**config.mk**
```make
export PLATFORM = sky130hd
export DESIGN_NAME = load_store_unit
export DESIGN_NICKNAME = d
export VERILOG_FILES = /design/src/rtl/lsu_pkg.sv /design/src/rtl/lsu_align.sv /design/src/rtl/load_store_unit.sv
export SDC_FILE = /design/constraint.sdc
export NUM_CORES = 1
export LEC_CHECK = 0
export ABC_AREA = 0
export BUFFER_PORTS_ARGS = -buffer_cell sky130_fd_sc_hd__buf_2
export CORE_UTILIZATION = 46
export DETAILED_ROUTE_END_ITERATION = 10
export GPL_TIMING_DRIVEN = 0
export PLACE_DENSITY = 0.79
export SYNTH_ARGS = -nofsm -noshare
export SYNTH_HDL_FRONTEND = slang
export SYNTH_SLANG_ARGS = --single-unit
```
**constraint.sdc**
```tcl
create_clock -name clk -period 2.26 [get_ports clk]
set_input_delay 0.452 -clock clk [delete_from_list [all_inputs] [get_ports clk]]
set_output_delay 0.452 -clock clk [all_outputs]
set_load 0.005 [all_outputs]
```
**src/rtl/lsu_pkg.sv**
```systemverilog
// Shared types and constants for the load/store unit: FSM states, RV32I
// funct3 width/sign codes, the registered request record and fault decode.
package lsu_pkg;

    localparam int unsigned LSU_XLEN = 32;
    localparam int unsigned F3_W_BITS = 3;
    localparam int unsigned OFF_BITS = 2;
    localparam int unsigned BE_BITS = 4;

    typedef enum logic [1:0] {
        ST_IDLE = 2'd0,
        ST_WAIT = 2'd1,
        ST_RESP = 2'd2
    } state_t;

    // Width in bits [1:0], bit 2 selects zero-extension for loads
    localparam logic [F3_W_BITS-1:0] F3_B  = 3'b000;
    localparam logic [F3_W_BITS-1:0] F3_H  = 3'b001;
    localparam logic [F3_W_BITS-1:0] F3_W  = 3'b010;
    localparam logic [F3_W_BITS-1:0] F3_BU = 3'b100;
    localparam logic [F3_W_BITS-1:0] F3_HU = 3'b101;

    typedef struct packed {
        logic                 we;
        logic [F3_W_BITS-1:0] funct3;
        logic [OFF_BITS-1:0]  offset;
    } lsu_req_t;

    // Illegal width code for the direction, or natural alignment violated
    function automatic logic req_fault(input logic we,
                                       input logic [F3_W_BITS-1:0] funct3,
                                       input logic [OFF_BITS-1:0] offset);
        logic f;
        f = 1'b1;
        case (funct3)
            F3_B:    f = 1'b0;
            F3_H:    f = offset[0];
            F3_W:    f = (offset != 2'b00);
            F3_BU:   f = we;
            F3_HU:   f = we | offset[0];
            default: f = 1'b1;
        endcase
        return f;
    endfunction

endpackage

```
**src/rtl/lsu_align.sv**
```systemverilog
// Combinational lane logic: load lane select + extension, store data
// replication and byte-enable generation.
module lsu_align
    import lsu_pkg::*;
(
    input  logic [F3_W_BITS-1:0] funct3,
    input  logic [OFF_BITS-1:0]  offset,
    input  logic [LSU_XLEN-1:0]  wdata,
    input  logic [LSU_XLEN-1:0]  rdata,
    output logic [LSU_XLEN-1:0]  load_data_c,
    output logic [LSU_XLEN-1:0]  store_data_c,
    output logic [BE_BITS-1:0]   store_be_c
);

    logic [LSU_XLEN-1:0] lane;

    // Shift the addressed byte lane down to bit 0
    assign lane = rdata >> {offset, 3'b000};

    // Load extension by width and signedness
    always_comb begin
        load_data_c = '0;
        case (funct3)
            F3_B:    load_data_c = {{24{lane[7]}}, lane[7:0]};
            F3_H:    load_data_c = {{16{lane[15]}}, lane[15:0]};
            F3_W:    load_data_c = lane;
            F3_BU:   load_data_c = {24'd0, lane[7:0]};
            F3_HU:   load_data_c = {16'd0, lane[15:0]};
            default: load_data_c = '0;
        endcase
    end

    // Store replication across lanes and byte enables
    always_comb begin
        store_data_c = '0;
        store_be_c   = '0;
        case (funct3)
            F3_B: begin
                store_data_c = {4{wdata[7:0]}};
                store_be_c   = 4'b0001 << offset;
            end
            F3_H: begin
                store_data_c = {2{wdata[15:0]}};
                store_be_c   = 4'b0011 << offset;
            end
            F3_W: begin
                store_data_c = wdata;
                store_be_c   = 4'b1111;
            end
            default: begin
                store_data_c = '0;
                store_be_c   = '0;
            end
        endcase
    end

endmodule

```
**src/rtl/load_store_unit.sv**
```systemverilog
// RV32I load/store unit: single outstanding access, IDLE/WAIT/RESP FSM,
// registered bus and response outputs.
// Optional bus-wait timeout enabled by defining LSU_TIMEOUT_EN.
module load_store_unit
    import lsu_pkg::*;
#(
    parameter int unsigned XLEN           = 32,
    parameter int unsigned TIMEOUT_CYCLES = 255
) (
    input  logic                 clk,
    input  logic                 rst,
    input  logic                 req_valid,
    output logic                 req_ready,
    input  logic                 req_we,
    input  logic [2:0]           req_funct3,
    input  logic [XLEN-1:0]      req_addr,
    input  logic [XLEN-1:0]      req_wdata,
    output logic                 resp_valid,
    output logic [XLEN-1:0]      resp_data,
    output logic                 resp_fault,
    output logic                 resp_timeout,
    output logic                 mem_req,
    output logic                 mem_we,
    output logic [XLEN-1:0]      mem_addr,
    output logic [XLEN-1:0]      mem_wdata,
    output logic [3:0]           mem_be,
    input  logic                 mem_ack,
    input  logic [XLEN-1:0]      mem_rdata
);

    if (XLEN != 32) begin : g_xlen_check
        $error("load_store_unit supports XLEN=32 only");
    end
    if (TIMEOUT_CYCLES == 0) begin : g_timeout_check
        $error("load_store_unit needs TIMEOUT_CYCLES >= 1");
    end

    state_t   state, state_d;
    lsu_req_t req_q, req_d;

    logic            req_ready_d, resp_valid_d, resp_fault_d;
    logic [XLEN-1:0] resp_data_d, mem_addr_d, mem_wdata_d;
    logic            mem_req_d, mem_we_d;
    logic [3:0]      mem_be_d;

    logic [F3_W_BITS-1:0] align_funct3;
    logic [OFF_BITS-1:0]  align_offset;
    logic [XLEN-1:0]      load_data_c, store_data_c;
    logic [3:0]           store_be_c;
    logic                 fault_c;

`ifdef LSU_TIMEOUT_EN
    localparam int unsigned CNT_W = (TIMEOUT_CYCLES > 1) ? $clog2(TIMEOUT_CYCLES) : 1;
    localparam logic [CNT_W-1:0] CNT_LAST = CNT_W'(TIMEOUT_CYCLES - 1);
    logic [CNT_W-1:0] wait_cnt, wait_cnt_d;
    logic             resp_timeout_d;
`else
    assign resp_timeout = 1'b0;
`endif

    // Incoming fields drive the aligner at accept, registered fields afterwards
    assign align_funct3 = (state == ST_IDLE) ? req_funct3 : req_q.funct3;
    assign align_offset = (state == ST_IDLE) ? req_addr[1:0] : req_q.offset;
    assign fault_c      = req_fault(req_we, req_funct3, req_addr[1:0]);

    lsu_align u_align (
        .funct3       (align_funct3),
        .offset       (align_offset),
        .wdata        (req_wdata),
        .rdata        (mem_rdata),
        .load_data_c  (load_data_c),
        .store_data_c (store_data_c),
        .store_be_c   (store_be_c)
    );

    // Next-state and next-output logic
    always_comb begin
        state_d      = state;
        req_d        = req_q;
        mem_req_d    = 1'b0;
        mem_we_d     = 1'b0;
        mem_addr_d   = '0;
        mem_wdata_d  = '0;
        mem_be_d     = '0;
        resp_valid_d = 1'b0;
        resp_data_d  = '0;
        resp_fault_d = 1'b0;
`ifdef LSU_TIMEOUT_EN
        wait_cnt_d     = '0;
        resp_timeout_d = 1'b0;
`endif
        case (state)
            ST_IDLE: begin
                if (req_valid) begin
                    req_d = '{we: req_we, funct3: req_funct3, offset: req_addr[1:0]};
                    if (fault_c) begin
                        state_d      = ST_RESP;
                        resp_valid_d = 1'b1;
                        resp_fault_d = 1'b1;
                    end else begin
                        state_d     = ST_WAIT;
                        mem_req_d   = 1'b1;
                        mem_we_d    = req_we;
                        mem_addr_d  = {req_addr[XLEN-1:2], 2'b00};
                        mem_wdata_d = req_we ? store_data_c : '0;
                        mem_be_d    = req_we ? store_be_c : 4'b0000;
                    end
                end
            end
            ST_WAIT: begin
                if (mem_ack) begin
                    state_d      = ST_RESP;
                    resp_valid_d = 1'b1;
                    resp_data_d  = req_q.we ? '0 : load_data_c;
`ifdef LSU_TIMEOUT_EN
                end else if (wait_cnt == CNT_LAST) begin
                    state_d        = ST_RESP;
                    resp_valid_d   = 1'b1;
                    resp_timeout_d = 1'b1;
`endif
                end else begin
                    mem_req_d   = mem_req;
                    mem_we_d    = mem_we;
                    mem_addr_d  = mem_addr;
                    mem_wdata_d = mem_wdata;
                    mem_be_d    = mem_be;
`ifdef LSU_TIMEOUT_EN
                    wait_cnt_d  = wait_cnt + CNT_W'(1);
`endif
                end
            end
            ST_RESP: begin
                state_d = ST_IDLE;
            end
            default: begin
                state_d = ST_IDLE;
            end
        endcase
        req_ready_d = (state_d == ST_IDLE);
    end

    // State and registered outputs
    always_ff @(posedge clk) begin
        if (rst) begin
            state      <= ST_IDLE;
            req_q      <= '0;
            req_ready  <= 1'b1;
            resp_valid <= 1'b0;
            resp_data  <= '0;
            resp_fault <= 1'b0;
            mem_req    <= 1'b0;
            mem_we     <= 1'b0;
            mem_addr   <= '0;
            mem_wdata  <= '0;
            mem_be     <= '0;
        end else begin
            state      <= state_d;
            req_q      <= req_d;
            req_ready  <= req_ready_d;
            resp_valid <= resp_valid_d;
            resp_data  <= resp_data_d;
            resp_fault <= resp_fault_d;
            mem_req    <= mem_req_d;
            mem_we     <= mem_we_d;
            mem_addr   <= mem_addr_d;
            mem_wdata  <= mem_wdata_d;
            mem_be     <= mem_be_d;
        end
    end

`ifdef LSU_TIMEOUT_EN
    // Bus-wait counter and timeout flag
    always_ff @(posedge clk) begin
        if (rst) begin
            wait_cnt     <= '0;
            resp_timeout <= 1'b0;
        end else begin
            wait_cnt     <= wait_cnt_d;
            resp_timeout <= resp_timeout_d;
        end
    end
`endif

endmodule

```
* Word level (Yosys, flattened, before mapping)
Index checks and enable logic that the tools add are counted.
Storage, ports and cells: flip-flop bits (word level) 113, input bits 104
Cells by class: equal/unequal tests 10, shift-type cells 3, mux-type cells 34, bitwise gates (word level) 4, reduce and logical (&&, ||, !) cells 8
Operator list (number):
- two-way mux 32 bit | 6
- case mux 32 bit (5 select lines) | 1
- case mux 32 bit (2 select lines) | 2
- case mux 32 bit (3 select lines) | 1
- right shift 32 x 5 -> 32 bit | 1
- two-way mux 4 bit | 4
- == test 3 bit (second input constant) | 4
- case mux 4 bit (3 select lines) | 1
- two-way mux 1 bit | 8
- two-way mux 2 bit | 4
- case mux 4 bit (2 select lines) | 1
- == test 3 x 1 -> 1 bit (second input constant) | 2
- == test 3 x 2 -> 1 bit (second input constant) | 2
- logical NOT 3 bit | 2
- case mux 1 bit (2 select lines) | 3
- case mux 1 bit (5 select lines) | 1
- logical NOT 2 bit | 2
- case mux 2 bit (2 select lines) | 1
- OR reduction 4 bit | 1
- left shift 1 x 2 -> 4 bit (first input constant) | 1
- left shift 2 x 2 -> 4 bit (first input constant) | 1
- two-way mux 3 bit | 1
- inverter 1 bit | 3
- == test 2 x 1 -> 1 bit (second input constant) | 1
- other kinds (5) | 5

* Longest topological paths before layout
depth in word-level cells 8, mapped depth 8

* Modules after synthesis
From an unflattened synthesis, not the netlist that was laid out.
Unflattened totals: cells, all modules 492, area total of the unflattened synthesis 4917.2 µm²
By module, submodules not included:
- load_store_unit | instances 1, cells an instance 273, area each 3468.3 µm², seq. area each 2222.1 µm²
- lsu_align | instances 1, cells an instance 219, area each 1448.9 µm², seq. area each 0.0 µm²

* Least setup slack after synthesis
OpenSTA, ideal clock, no wires.
path type input-to-reg, start input port req_addr[0], end register resp_data[20], setup time 138 ps, data arrival time 1897 ps, data required time 2122 ps, slack 225 ps, stages on the path 7, path buffers 2, path through or3b_1 -> and2_1 -> buf_2 -> a211o_1 -> o211ai_2 -> buf_2 -> o221ai_1
On the way: longest elaborated chain between the ends 3
RTL lines:
- start, declared | line load_store_unit.sv:16 | input logic [XLEN-1:0] req_addr,
- two-way mux 2 bit | line load_store_unit.sv:63 | assign align_offset = (state == ST_IDLE) ? req_addr[1:0] : req_q.offset;
- right shift 32 x 5 -> 32 bit | line lsu_align.sv:18 | assign lane = rdata >> {offset, 3'b000};
- case mux 32 bit (5 select lines) | line lsu_align.sv:23 | case (funct3)
- end signal, assigned | line load_store_unit.sv:161 | resp_data <= resp_data_d;
- end, declared | line load_store_unit.sv:19 | output logic [XLEN-1:0] resp_data,
No other way between the ends. A chain may end at the register's enable or synchronous reset.

* Worst setup path in the final report
start register state[0], end register resp_data[8]
On the way: longest elaborated chain between the ends 4
RTL lines:
- start, declared | line load_store_unit.sv:38 | state_t state, state_d;
- start signal, assigned | line load_store_unit.sv:157 | state <= state_d;
- logical NOT 2 bit | line load_store_unit.sv:62, load_store_unit.sv:63
- two-way mux 2 bit or two-way mux 3 bit (tied branches) | line load_store_unit.sv:63, load_store_unit.sv:62
- right shift 32 x 5 -> 32 bit, or another cell as far along | line lsu_align.sv:18
- case mux 32 bit (5 select lines) | line lsu_align.sv:23
Parallel ways exist; a longest one is shown, timed or not.

==> out/qor.yml <==
numClockSinks: 111
hp-class: "input pin to flop"
final_cells: 840
yosysUniqueCellTypes: 52
fin_area_sq_mm: 0.00595
antenna_found_initial: 1
critical_path.slowest_cell: "or3b_1"
detail-route-antenna-nets: 0
max_freq_mhz: 454
ys_async_sr_fraction_pct: 0
wl_met2_um: 6440
grt_pass1_vias: 4194
synth-seq-cells: 111
synthTopCellsByArea: "dfxtp_1 49%, a22oi_1 10%, nand2_1 4.8%, nor2_1 4.3%, o21ai_0 3.3%"
die_h_um: 101
cts_hold_buf: 0
finClkSkew_ns: 0.0106
syn_area_sq_mm: 0.00449
gr-usage-all-layers_pct: 25.9
clk_pin_slew_ns: 0.11
synth_top_area_share_pct: 49.5
clk_latency_ns: 0.37
post-synth-top-count-cell: "dfxtp_1"
multi_input_area_sq_mm: 0.00210
status: "finished clean"
grt_max_degree: 19
synth_commonest_cells: "111 x dfxtp_1, 61 x a22oi_1, 58 x nand2_1"
endpoint_kind: "flop"
synth_edf_count: 0
r2r_slack_ns: 0.06
syn-mean-instance-area_sq_um: 9.28
slew_headroom_pct: 33.8
ctsLongestPathBuffers: 2
synth_cells: 484
worstPathCellList: "or3b_1, and2_1, buf_2, a211o_1, o211ai_2, buf_2, o22ai_1"
fp.dieW_um: 101
htreeDepth: 3
start_util_pct: 47.9
worstMarginPinSlew_ns: 0.985
register_area_sq_mm: 0.00222
routedWlPerCell_um: 16.1
hold_violations: 0
grt_pass1_wl_um: 20400
layout-drive-gt1-share_pct: 38.2
synth-seq-area-share_pct: 49.5
grt-ovfl-total: 0
critPathRequiredTime_ns: 2.49
vias: 4608
tritoncts: "yes"
num_rows: 35
synthFlopType: "dfxtp_1"
globalplace.congestion: 0.918
drv_cap: 0
p_per_area_mw_per_mm2: 651
areaGrowthSynthToFinish_pct: 32.5
routed.top_layer: "met4"
wl_met1_um: 5610
first_iter_violations: 299
fin_crit_ns: 2.20
cp_max_fo: 10
setup_viol: 0
yosys_warnings: 0
postPlaceCellArea_sq_mm: 0.00569
fin_crit_sh_pct: 97.5
ir_drop_mv: 0.418
die_area_sq_mm: 0.0102
crit_path_start_kind: "flop"
route.met3.wl_um: 1110
core_sq_mm: 0.00937
dr.pass1.iters: 6
vias_per_cell: 5.49
path_common_cell: "buf_2"
nFillCells: 813
root_buffer: "clkbuf_8"
final_nets: 809
place_inst: 820
drv_slew: 0
yosysTopAreaCell: "dfxtp_1"
io_buffers: 205
crit_type: "flop to flop"
dp_hpwl_um: 10400
io-pin-count: 210
cts_made_buffers: 9
drc: 0
crit_arrival_ns: 2.44
slowest_delay_ns: 0.43
wl_um: 13500
p_leak_nw: 2.82
-- worst max-delay path, delay by kind of cell, from the launching register on --
family,cells,cell delay (ns)
DFF,1,0.36
buffers and inverters,2,0.48
and+or+nand+nor,2,0.61
AOI/OAI and AO/OA,3,0.63
-- metrics by stage --
step | worst slack [ns] | hold WS (ns) | utilization [%] | TNS [ns] | power [W]
5_1_grt | -0.0256 | 0.313 | 63.5 | -0.114 | 0.00405
3_3_place_gp | -0.0767 | 0.433 | 60.7 | -0.766 | 0.00265
2_1_floorplan | 0.225 | 0.431 | - | 0 | 0.00243
6_report | 0.0569 | 0.311 | 63.5 | 0 | 0.00388
4_1_cts | 0.0169 | 0.297 | 63.0 | 0 | 0.00388
3_5_place_dp | -0.131 | 0.436 | 60.7 | -1.90 | 0.00267
-- cells in the final DEF (no fill, tap or decap), types with 4 or more instances in the layout --
master,instances
o211a_1,8
buf_4,8
o211ai_1,8
nand2_2,4
a21oi_1,14
nand2_1,55
nor2_1,49
o221ai_1,8
clkbuf_8,10
mux2_2,9
mux2i_1,7
o21ai_1,6
buf_2,214
a22oi_1,61
dfxtp_1,109
a222oi_1,8
o22ai_1,7
nand3_1,17
clkbuf_1,23
o21ai_0,27
-- sequential cells by signal (all words and copies together) (netlist names), 2 cells and up --
register	cells
state	2
resp_data	32
mem_wdata	32
req_q	6
mem_be	4
mem_addr	30
-- final cells by class --
| cell class | count | area share [%] |
|---|---|---|
| sequential | 111 | 37.4 |
| clock buffer | 11 | 2.37 |
| tap | 129 | 2.71 |
| timing repair buffer | 208 | 17.6 |
| buffer | 40 | 3.30 |
| clock inverter | 5 | 1.11 |
| antenna | 1 | 0.0420 |
| inverter | 2 | 0.168 |
| multi-input combinational | 333 | 35.3 |
-- kinds of logic after synthesis --
| family | share of synthesized area (%) |
|---|---|
| other cells | 0.0835 |
| simple gates | 14.9 |
| buf+inv | 4.40 |
| flops | 49.5 |
| xor+xnor | 0.195 |
| mux | 3.82 |
| compound gates | 27.2 |
-- routing by layer --
metal / vias up / GRT usage, %
met5: - / 0
met4: 0 / 11.4
met3: 28 / 5.62
met2: 240 / 43.5
met1: 2113 / 32.1
li1: 2227 / -
-- where the power goes --
| group | switching (W) | total (W) | leakage, nW | internal [W] |
|---|---|---|---|---|
| logic | 0.000367 | 0.000631 | 1.82 | 0.000264 |
| registers | 0.0000207 | 0.00201 | 0.899 | 0.00199 |
| clock network | 0.000676 | 0.00123 | 0.102 | 0.000556 |
| total | 0.00106 | 0.00388 | 2.82 | 0.00281 |
-- path summary, 6_finish.rpt --
path | cells past startpoint | end | from
worst min register to register | 2 | mem_wdata[31] | mem_wdata[31]
worst max-delay path | 7 | resp_data[8] | state[0]
worst min-delay path | 2 | req_ready | req_valid
worst max register to register | 7 | resp_data[8] | state[0]
-- repair_timing --
action / in CTS / in global routing
pin swaps: 1 / 1
setup buffers: 1 / 2
resized for setup: 2 / 15
endpoints found under the setup margin: 3 / 57
No activity file was read; power rests on OpenSTA's default activity.
